`src/rtl/cardio_feature_loader_pkg.sv`:
```
// rtl/cardio_feature_loader_pkg.sv - shared parameters and state type for the feature loader
package cardio_feature_loader_pkg;

    localparam int N_FEAT_DEF = 21;
    localparam int IN_W_DEF   = 8;
    localparam int Q_W_DEF    = 4;
    localparam int FEAT_BUS_W = N_FEAT_DEF * Q_W_DEF;
    localparam int CNT_W      = 5;

    typedef enum logic {
        COLLECT = 1'b0,
        PEND    = 1'b1
    } state_t;

endpackage

```
`src/rtl/cardio_feat_quant.sv`:
```
// rtl/cardio_feat_quant.sv - round-to-nearest quantizer with saturation to Q_W bits
module cardio_feat_quant #(
    parameter int IN_W = 8,
    parameter int Q_W  = 4
) (
    input  logic [IN_W-1:0] data,
    output logic [Q_W-1:0]  q
);

    localparam int SH   = IN_W - Q_W;
    localparam int QMAX = (1 << Q_W) - 1;
    // Half an output LSB; zero when no bits are dropped.
    localparam logic [IN_W:0] HALF = (SH > 0) ? ((IN_W+1)'(1) << ((SH > 0) ? SH - 1 : 0)) : '0;

    logic [IN_W:0] sum;
    logic [IN_W:0] shifted;

    assign sum     = {1'b0, data} + HALF;
    assign shifted = sum >> SH;
    assign q       = (shifted > (IN_W+1)'(QMAX)) ? Q_W'(QMAX) : shifted[Q_W-1:0];

endmodule

```
`src/rtl/cardio_feature_loader.sv`:
```
// rtl/cardio_feature_loader.sv - collects quantized samples into frames and hands them to the regressor bus
module cardio_feature_loader
    import cardio_feature_loader_pkg::*;
#(
    parameter int N_FEAT = N_FEAT_DEF,
    parameter int IN_W   = IN_W_DEF,
    parameter int Q_W    = Q_W_DEF
) (
    input  logic                  clk,
    input  logic                  rst_n,
    input  logic                  s_valid,
    input  logic [IN_W-1:0]       s_data,
    input  logic                  s_last,
    output logic                  s_ready,
    output logic [N_FEAT*Q_W-1:0] m_feat,
    output logic                  m_valid,
    input  logic                  m_ready,
    output logic                  frame_err,
    output logic [7:0]            err_cnt
);

    localparam int                BUS_W  = N_FEAT * Q_W;
    localparam logic [CNT_W-1:0]  LAST_K = CNT_W'(N_FEAT - 1);

    state_t           state;
    logic [CNT_W-1:0] k;
    logic [BUS_W-1:0] buf_q;
    logic [BUS_W-1:0] buf_next;
    logic [Q_W-1:0]   q;
    logic             accept;
    logic             out_free;

    cardio_feat_quant #(.IN_W(IN_W), .Q_W(Q_W)) u_quant (
        .data (s_data),
        .q    (q)
    );

    assign s_ready  = (state == COLLECT);
    assign accept   = s_valid && s_ready;
    assign out_free = !m_valid || m_ready;

    // Include the sample of this cycle so a completing frame can load m_feat directly.
    always_comb begin
        buf_next = buf_q;
        if (accept) begin
            buf_next[int'(k)*Q_W +: Q_W] = q;
        end
    end

    always_ff @(posedge clk) begin
        if (!rst_n) begin
            state     <= COLLECT;
            k         <= '0;
            buf_q     <= '0;
            m_feat    <= '0;
            m_valid   <= 1'b0;
            frame_err <= 1'b0;
            err_cnt   <= 8'd0;
        end else begin
            frame_err <= 1'b0;
            if (m_valid && m_ready) begin
                m_valid <= 1'b0;
            end
            case (state)
                COLLECT: begin
                    if (accept) begin
                        buf_q <= buf_next;
                        if (k == LAST_K && s_last) begin
                            k <= '0;
                            if (out_free) begin
                                m_feat  <= buf_next;
                                m_valid <= 1'b1;
                            end else begin
                                state <= PEND;
                            end
                        end else if (s_last || k == LAST_K) begin
                            k         <= '0;
                            frame_err <= 1'b1;
                            if (err_cnt != 8'hFF) begin
                                err_cnt <= err_cnt + 8'd1;
                            end
                        end else begin
                            k <= k + CNT_W'(1);
                        end
                    end
                end
                PEND: begin
                    if (out_free) begin
                        m_feat  <= buf_q;
                        m_valid <= 1'b1;
                        state   <= COLLECT;
                    end
                end
                default: state <= COLLECT;
            endcase
        end
    end

endmodule

```
`config.mk`:
```
export PLATFORM = sky130hd
export DESIGN_NAME = cardio_feature_loader
export DESIGN_NICKNAME = d
export VERILOG_FILES = /design/src/rtl/cardio_feature_loader_pkg.sv /design/src/rtl/cardio_feat_quant.sv /design/src/rtl/cardio_feature_loader.sv
export SDC_FILE = /design/constraint.sdc
export NUM_CORES = 1
export LEC_CHECK = 0
export ABC_AREA = 0
export CAP_MARGIN = 10
export CORE_MARGIN = 5
export CORE_UTILIZATION = 49
export CTS_CLUSTER_SIZE = 30
export DETAILED_ROUTE_END_ITERATION = 6
export PLACE_DENSITY = 0.86
export SLEW_MARGIN = 0
export SYNTH_ARGS = -nofsm -noshare
export SYNTH_HDL_FRONTEND = slang
export SYNTH_SLANG_ARGS = --single-unit
```
`constraint.sdc`:
```
create_clock -name clk -period 2.85 [get_ports clk]
set_input_delay 0.855 -clock clk [delete_from_list [all_inputs] [get_ports clk]]
set_output_delay 0.855 -clock clk [all_outputs]
set_load 0.05 [all_outputs]
```
==> results of run 1 <==
==> placed cells by master, fill, tap and decap left out, types with 4 or more instances in the layout <==
| master | Yosys | final |
|---|---|---|
| nand2b_1 | 9 | 9 |
| nand4_1 | 17 | 17 |
| a22oi_1 | 40 | 40 |
| o31ai_1 | 6 | 6 |
| ha_1 | 5 | 5 |
| nand2_1 | 139 | 138 |
| o311ai_0 | 4 | 4 |
| and2_1 | 6 | 6 |
| o21ai_0 | 36 | 36 |
| o22ai_1 | 10 | 10 |
| a22o_1 | 8 | 8 |
| a221o_1 | 4 | 4 |
| xor2_1 | 4 | 4 |
| a21oi_1 | 33 | 33 |
| nor3_1 | 5 | 5 |
| inv_1 | 7 | 6 |
| dfxtp_1 | 184 | 184 |
| buf_4 | 1 | 46 |
| a32oi_1 | 4 | 4 |
| or3_1 | 4 | 4 |
| clkbuf_16 | 0 | 17 |
| mux2i_1 | 87 | 87 |
| nor4_1 | 8 | 8 |
| nor2b_1 | 7 | 7 |
| o221ai_1 | 14 | 14 |
| xnor2_1 | 7 | 7 |
| nor2_1 | 52 | 51 |
| nand3_1 | 60 | 60 |
| clkdlybuf4s50_1 | 0 | 103 |
| and3_1 | 7 | 6 |
==> stage by stage <==
stage	utilization, %	setup WS [ns]	setup TNS [ns]	total power, mW	cells
final	62.39	0.1285	0	5.318	1198
after global placement	58.51	0.02167	0	2.931	1166
after detailed placement	58.51	-0.02884	-0.07499	2.937	1166
after floorplan	-	0.1225	0	2.841	858
after global routing	62.39	0.01670	0	5.465	1198
after CTS	62.39	0.1301	0	5.324	1198
==> area by class of cell <==
cell class,instances,area [um2]
inverter,7,26.28
clock inverter,13,167.7
clock buffer,19,442.9
timing repair buffer,153,1441
sequential,184,3684
multi-input combinational,606,3807
fill,1281,5931
tap,216,270.3
==> worst max-delay path by stage <==
stage / startpoint / to / cells after the start
after CTS: state$_SDFF_PN0_ / s_ready / 2
after floorplan: k[0]$_SDFFE_PN0P_ / m_feat[18]$_SDFFE_PN0P_ / 11
after detailed placement: s_data[5] / buf_q[36]$_SDFFE_PN0P_ / 6
final: k[1]$_SDFFE_PN0P_ / m_feat[82]$_SDFFE_PN0P_ / 9
after global placement: s_data[5] / buf_q[36]$_SDFFE_PN0P_ / 6
after global routing: k[1]$_SDFFE_PN0P_ / m_feat[81]$_SDFFE_PN0P_ / 9
==> flip-flops by register name, summed over array words and instances, names as in the netlist <==
name / flops
m_valid: 1
state: 1
buf_q: 84
m_feat: 84
err_cnt: 8
k: 5
frame_err: 1
==> report_power, final <==
part	switching [mW]	internal [mW]	total [mW]
clock	1.01	1.41	2.43
combinational	0.205	0.0986	0.303
sequential	0.00775	2.58	2.59
total	1.23	4.09	5.32
==> tightest hold or removal path, stage by stage, from the launching register on <==
cell and delay [ns]:
dfxtp_1 0.31, nand2_1 0.05, a21oi_1 0.05
==> cells by family (layout without fill, tap and decap cells) <==
| kind of cell | after synthesis | count (layout) | share of synthesized area (%) |
|---|---|---|---|
| compound gates | 170 | 170 | 14.96 |
| xor+xnor | 11 | 11 | 1.236 |
| fa+ha+maj | 5 | 5 | 0.8028 |
| buf+inv | 68 | 192 | 3.950 |
| flops | 184 | 184 | 47.27 |
| mux | 88 | 88 | 11.32 |
| simple gates | 332 | 332 | 20.46 |
==> layer usage <==
| metal | routed length (um) | part of all wire, % |
|---|---|---|
| met2 | 10550 | 49 |
| met3 | 1612 | 7.5 |
| met1 | 8844 | 41 |
| met4 | 566 | 2.6 |
| met5 | 0 | 0 |
==> what timing repair did <==
action	4_1_cts	5_1_grt
gates resized for setup	0	1
hold buffers	0	0
setup endpoints to repair	0	4
==> impl_metrics.json, run 1 <==
{
  "rr_worst_depth": 9,
  "cp.required_ns": 3.14,
  "vias_per_cell": 5.909,
  "synth_edf_count": 0,
  "cp-start-kind": "register",
  "hold_viol_final": 0,
  "totalWireLength_um": 21570,
  "use_met3_pct": 4.774,
  "drv_slew": 0,
  "setup_viol": 0,
  "clk_pin_slew_ns": 0.07,
  "cts_tree": "yes",
  "syn_area_um2": 7792,
  "numCtsBuffers": 17,
  "grt_pass1_wl_um": 34600,
  "min_path_type": "register to register",
  "skew_ns": 0.007104,
  "grt_pass1_vias": 6937,
  "async_reset_ff_share_pct": 0,
  "dp_hpwl_um": 14530,
  "cp_common_cell": "ha_1",
  "path_cells": "inv_1 > ha_1 > or2b_1 > nor2_1 > ha_1 > and3b_1 > nand4_1 > nand3_1 > o221ai_1",
  "htree_levels": 4,
  "outcome": "finished clean",
  "final_design_area_no_fill_um2": 9839,
  "arrival_ns": 3.01,
  "rsz0062_at_grt": "false",
  "grt-ovfl-total": 0,
  "min_delay_path_depth": 2,
  "wl_per_cell_um": 18.01,
  "yosys-top-cells-area": "dfxtp_1 (47%), mux2i_1 (11%), nand2_1 (6.7%)",
  "start_util_pct": 49.41,
  "syn_area_per_cell_um2": 9.082,
  "met2_usage_pct": 39.49,
  "fmax_mhz": 367.4,
  "netlist.area_leader.share_pct": 47.27,
  "clock_path_buffers": 2,
  "reg2reg_setup_slack_ns": 0.13,
  "antenna_left": 0,
  "vdd_drop_max_mv": 0.5663,
  "reg2reg_to": "m_feat[82]$_SDFFE_PN0P_",
  "cp_max_fo": 8,
  "period_share_pct": 95.49,
  "synth_ff_type": "dfxtp_1",
  "io_pins": 108,
  "portBuffers": 104,
  "cp_num_buf_inv": 1,
  "yosys.cell_count.top_type": "dfxtp_1",
  "insertion_delay_ns": 0.43,
  "drt_iter0_drc": 670,
  "grt_use_met1_pct": 29.17,
  "grt.total_usage_pct": 23.26,
  "syn-num-nets": 876,
  "power_leakage_nw": 3.761,
  "area_growth_pct": 26.27,
  "num_vias": 7079,
  "place.gp.congestion": 0.9261,
  "drc": 0,
  "slew_headroom_pct": 37.22,
  "worstSetupEndpointType": "register",
  "synth_seq_cells": 184,
  "grt.busiest_layer": "met2",
  "first_pass_iters": 5,
  "syn_inst": 858,
  "drive_above_1_share_pct": 9.980,
  "synthTopCellsByCount": "dfxtp_1 (184), nand2_1 (139), mux2i_1 (87)",
  "antenna_found_initial": 0,
  "diodes": 0,
  "slowest_delay_ns": 0.52,
  "dieArea_um2": 18520,
  "numClockSinks": 184,
  "holdPathEnd": "m_feat[29]$_SDFFE_PN0P_",
  "cp_slowest_cell": "dfxtp_1",
  "max_cap_viol_count": 0,
  "synth.distinct_cells": 54,
  "grt_max_degree": 68,
  "synth_area_leader_cell": "dfxtp_1",
  "place_area_um2": 9228,
  "die_w_um": 136.1,
  "powerDensity_nw_per_um2": 540.4,
  "root_buffer": "clkbuf_16",
  "period_minus_slack_ns": 2.722,
  "core_area_um2": 15770,
  "rows": 46,
  "regToRegStartpoint": "k[1]$_SDFFE_PN0P_",
  "tightest_slew_ns": 0.9398,
  "nNetsFinal": 987,
  "seq_area_frac_synth_pct": 47.27,
  "critPathTopFamily": "simple AND/OR/NAND/NOR gates",
  "hp-start": "m_feat[29]$_SDFFE_PN0P_",
  "path_class": "register to register",
  "hold_ws_ns": 0.4534,
  "yosys_warnings": 0,
  "postCtsSetupRepairBufs": 0,
  "die_h_um": 136.1
}
Note: power is estimated with default switching activity, not from simulation.
==> inputs of run 2 (changes only) <==
PLACE_DENSITY = 0.76   (was 0.86)
SKIP_CTS_REPAIR_TIMING = 1   (was unset)
==> run 2 against run 1 <==
Effect of this change:
- via count fell by 3.0%
- clock-buffer cell count did not move
- utilization rose by 0.63 points
- critical endpoint is now s_ready
- sequential power barely moved
- maximum frequency rose by 0.22%
- hold slack improved by 0.00084 ns
==> impl_metrics.json, run 2 (same netlist as run 1, synthesis figures left out) <==
{
  "cp-start-kind": "register",
  "reg2reg_setup_slack_ns": 0.38,
  "drv_slew": 0,
  "diodes": 0,
  "vias_per_cell": 5.677,
  "htree_levels": 4,
  "portBuffers": 104,
  "path_class": "register to output port",
  "power_leakage_nw": 3.810,
  "min_path_type": "register to register",
  "dp_hpwl_um": 14280,
  "clk_pin_slew_ns": 0.07,
  "powerDensity_nw_per_um2": 539.5,
  "totalWireLength_um": 20780,
  "clock_path_buffers": 2,
  "period_share_pct": 95.28,
  "worstSetupEndpointType": "output port",
  "wl_per_cell_um": 17.17,
  "reg_top3": "buf_q x84, m_feat x84, err_cnt x8",
  "grt-ovfl-total": 0,
  "root_buffer": "clkbuf_16",
  "tightest_slew_ns": 0.9264,
  "num_vias": 6869,
  "slew_headroom_pct": 38.11,
  "max_cap_viol_count": 0,
  "rows": 46,
  "final_common_cell": "dfxtp_1",
  "drt_iter0_drc": 470,
  "grt_pass1_vias": 6455,
  "die_h_um": 136.1,
  "die_w_um": 136.1,
  "core_area_um2": 15770,
  "cp_max_fo": 9,
  "insertion_delay_ns": 0.43,
  "numClockSinks": 184,
  "tns_ns": 0,
  "hold_viol_final": 0,
  "cts_tree": "yes",
  "dieArea_um2": 18520,
  "final_cell_mix": "dfxtp_1 (184), nand2_1 (138), clkdlybuf4s50_1 (103)",
  "place_area_um2": 9318,
  "drive_above_1_share_pct": 11.07,
  "rsz0062_at_grt": "false",
  "grt.total_usage_pct": 22.59,
  "first_pass_iters": 5,
  "nNetsFinal": 999,
  "grt_pass1_wl_um": 33510,
  "place.gp.congestion": 0.8948,
  "period_minus_slack_ns": 2.715,
  "area_growth_pct": 27.55,
  "arrival_ns": 1.86,
  "setup_viol": 0,
  "io_pins": 108,
  "cp.required_ns": 2.00,
  "fillers": 1378,
  "grt_max_degree": 79,
  "skew_ns": 0.008895,
  "numCtsBuffers": 17,
  "start_util_pct": 49.41,
  "antenna_found_initial": 0,
  "outcome": "finished clean",
  "vdd_drop_max_mv": 0.4248,
  "fmax_mhz": 368.3,
  "final_design_area_no_fill_um2": 9940,
  "drc": 0,
  "antenna_left": 0
}
## run 2: per-layer routing
layer	vias up	routed length, um	track usage (%)
li1	3332	-	-
met1	3262	9171	29.95
met2	231	9820	36.35
met3	44	1371	4.996
met4	0	417	8.007
met5	-	0	0
## run 2: layout make-up
| class | instances | area, um2 | share of cell area (%) |
|---|---|---|---|
| clock buffer | 19 | 452.9 | 4.557 |
| sequential | 184 | 3684 | 37.06 |
| timing repair buffer | 165 | 1531 | 15.41 |
| multi-input combinational | 606 | 3806 | 38.29 |
| inverter | 7 | 26.28 | 0.2644 |
| tap | 216 | 270.3 | 2.719 |
| clock inverter | 13 | 168.9 | 1.699 |
## run 2: critical path, cell delays in order, from the launching register on
cell             delay (ns)
dfxtp_1                0.40
inv_1                  0.18
clkdlybuf4s50_1        0.84
## run 2: worst paths after layout
path                           start                       to  cells past startpoint
min          m_feat[32]$_SDFFE_PN0P_  m_feat[32]$_SDFFE_PN0P_                      2
min reg2reg  m_feat[32]$_SDFFE_PN0P_  m_feat[32]$_SDFFE_PN0P_                      2
max reg2reg        k[0]$_SDFFE_PN0P_   m_feat[1]$_SDFFE_PN0P_                      8
max                 state$_SDFF_PN0_                  s_ready                      2
## run 2: metrics by stage
step | utilization [%] | hold slack (ns) | power [mW] | worst slack, ns | instances
3_5_place_dp | 59.08 | 0.4449 | 2.945 | -0.1689 | 1178
5_1_grt | 63.03 | 0.4686 | 5.508 | 0.06774 | 1210
2_1_floorplan | - | 0.4321 | 2.841 | 0.1225 | 858
6_report | 63.03 | 0.4542 | 5.363 | 0.1346 | 1210
3_3_place_gp | 59.08 | 0.4393 | 2.940 | -0.08925 | 1178
4_1_cts | 63.03 | 0.4544 | 5.379 | 0.1234 | 1210
## run 2: where the power goes
group,leakage (nW),internal [mW],switching (mW)
logic,2.03,0.104,0.205
registers,1.48,2.58,0.00586
clock network,0.297,1.44,1.04
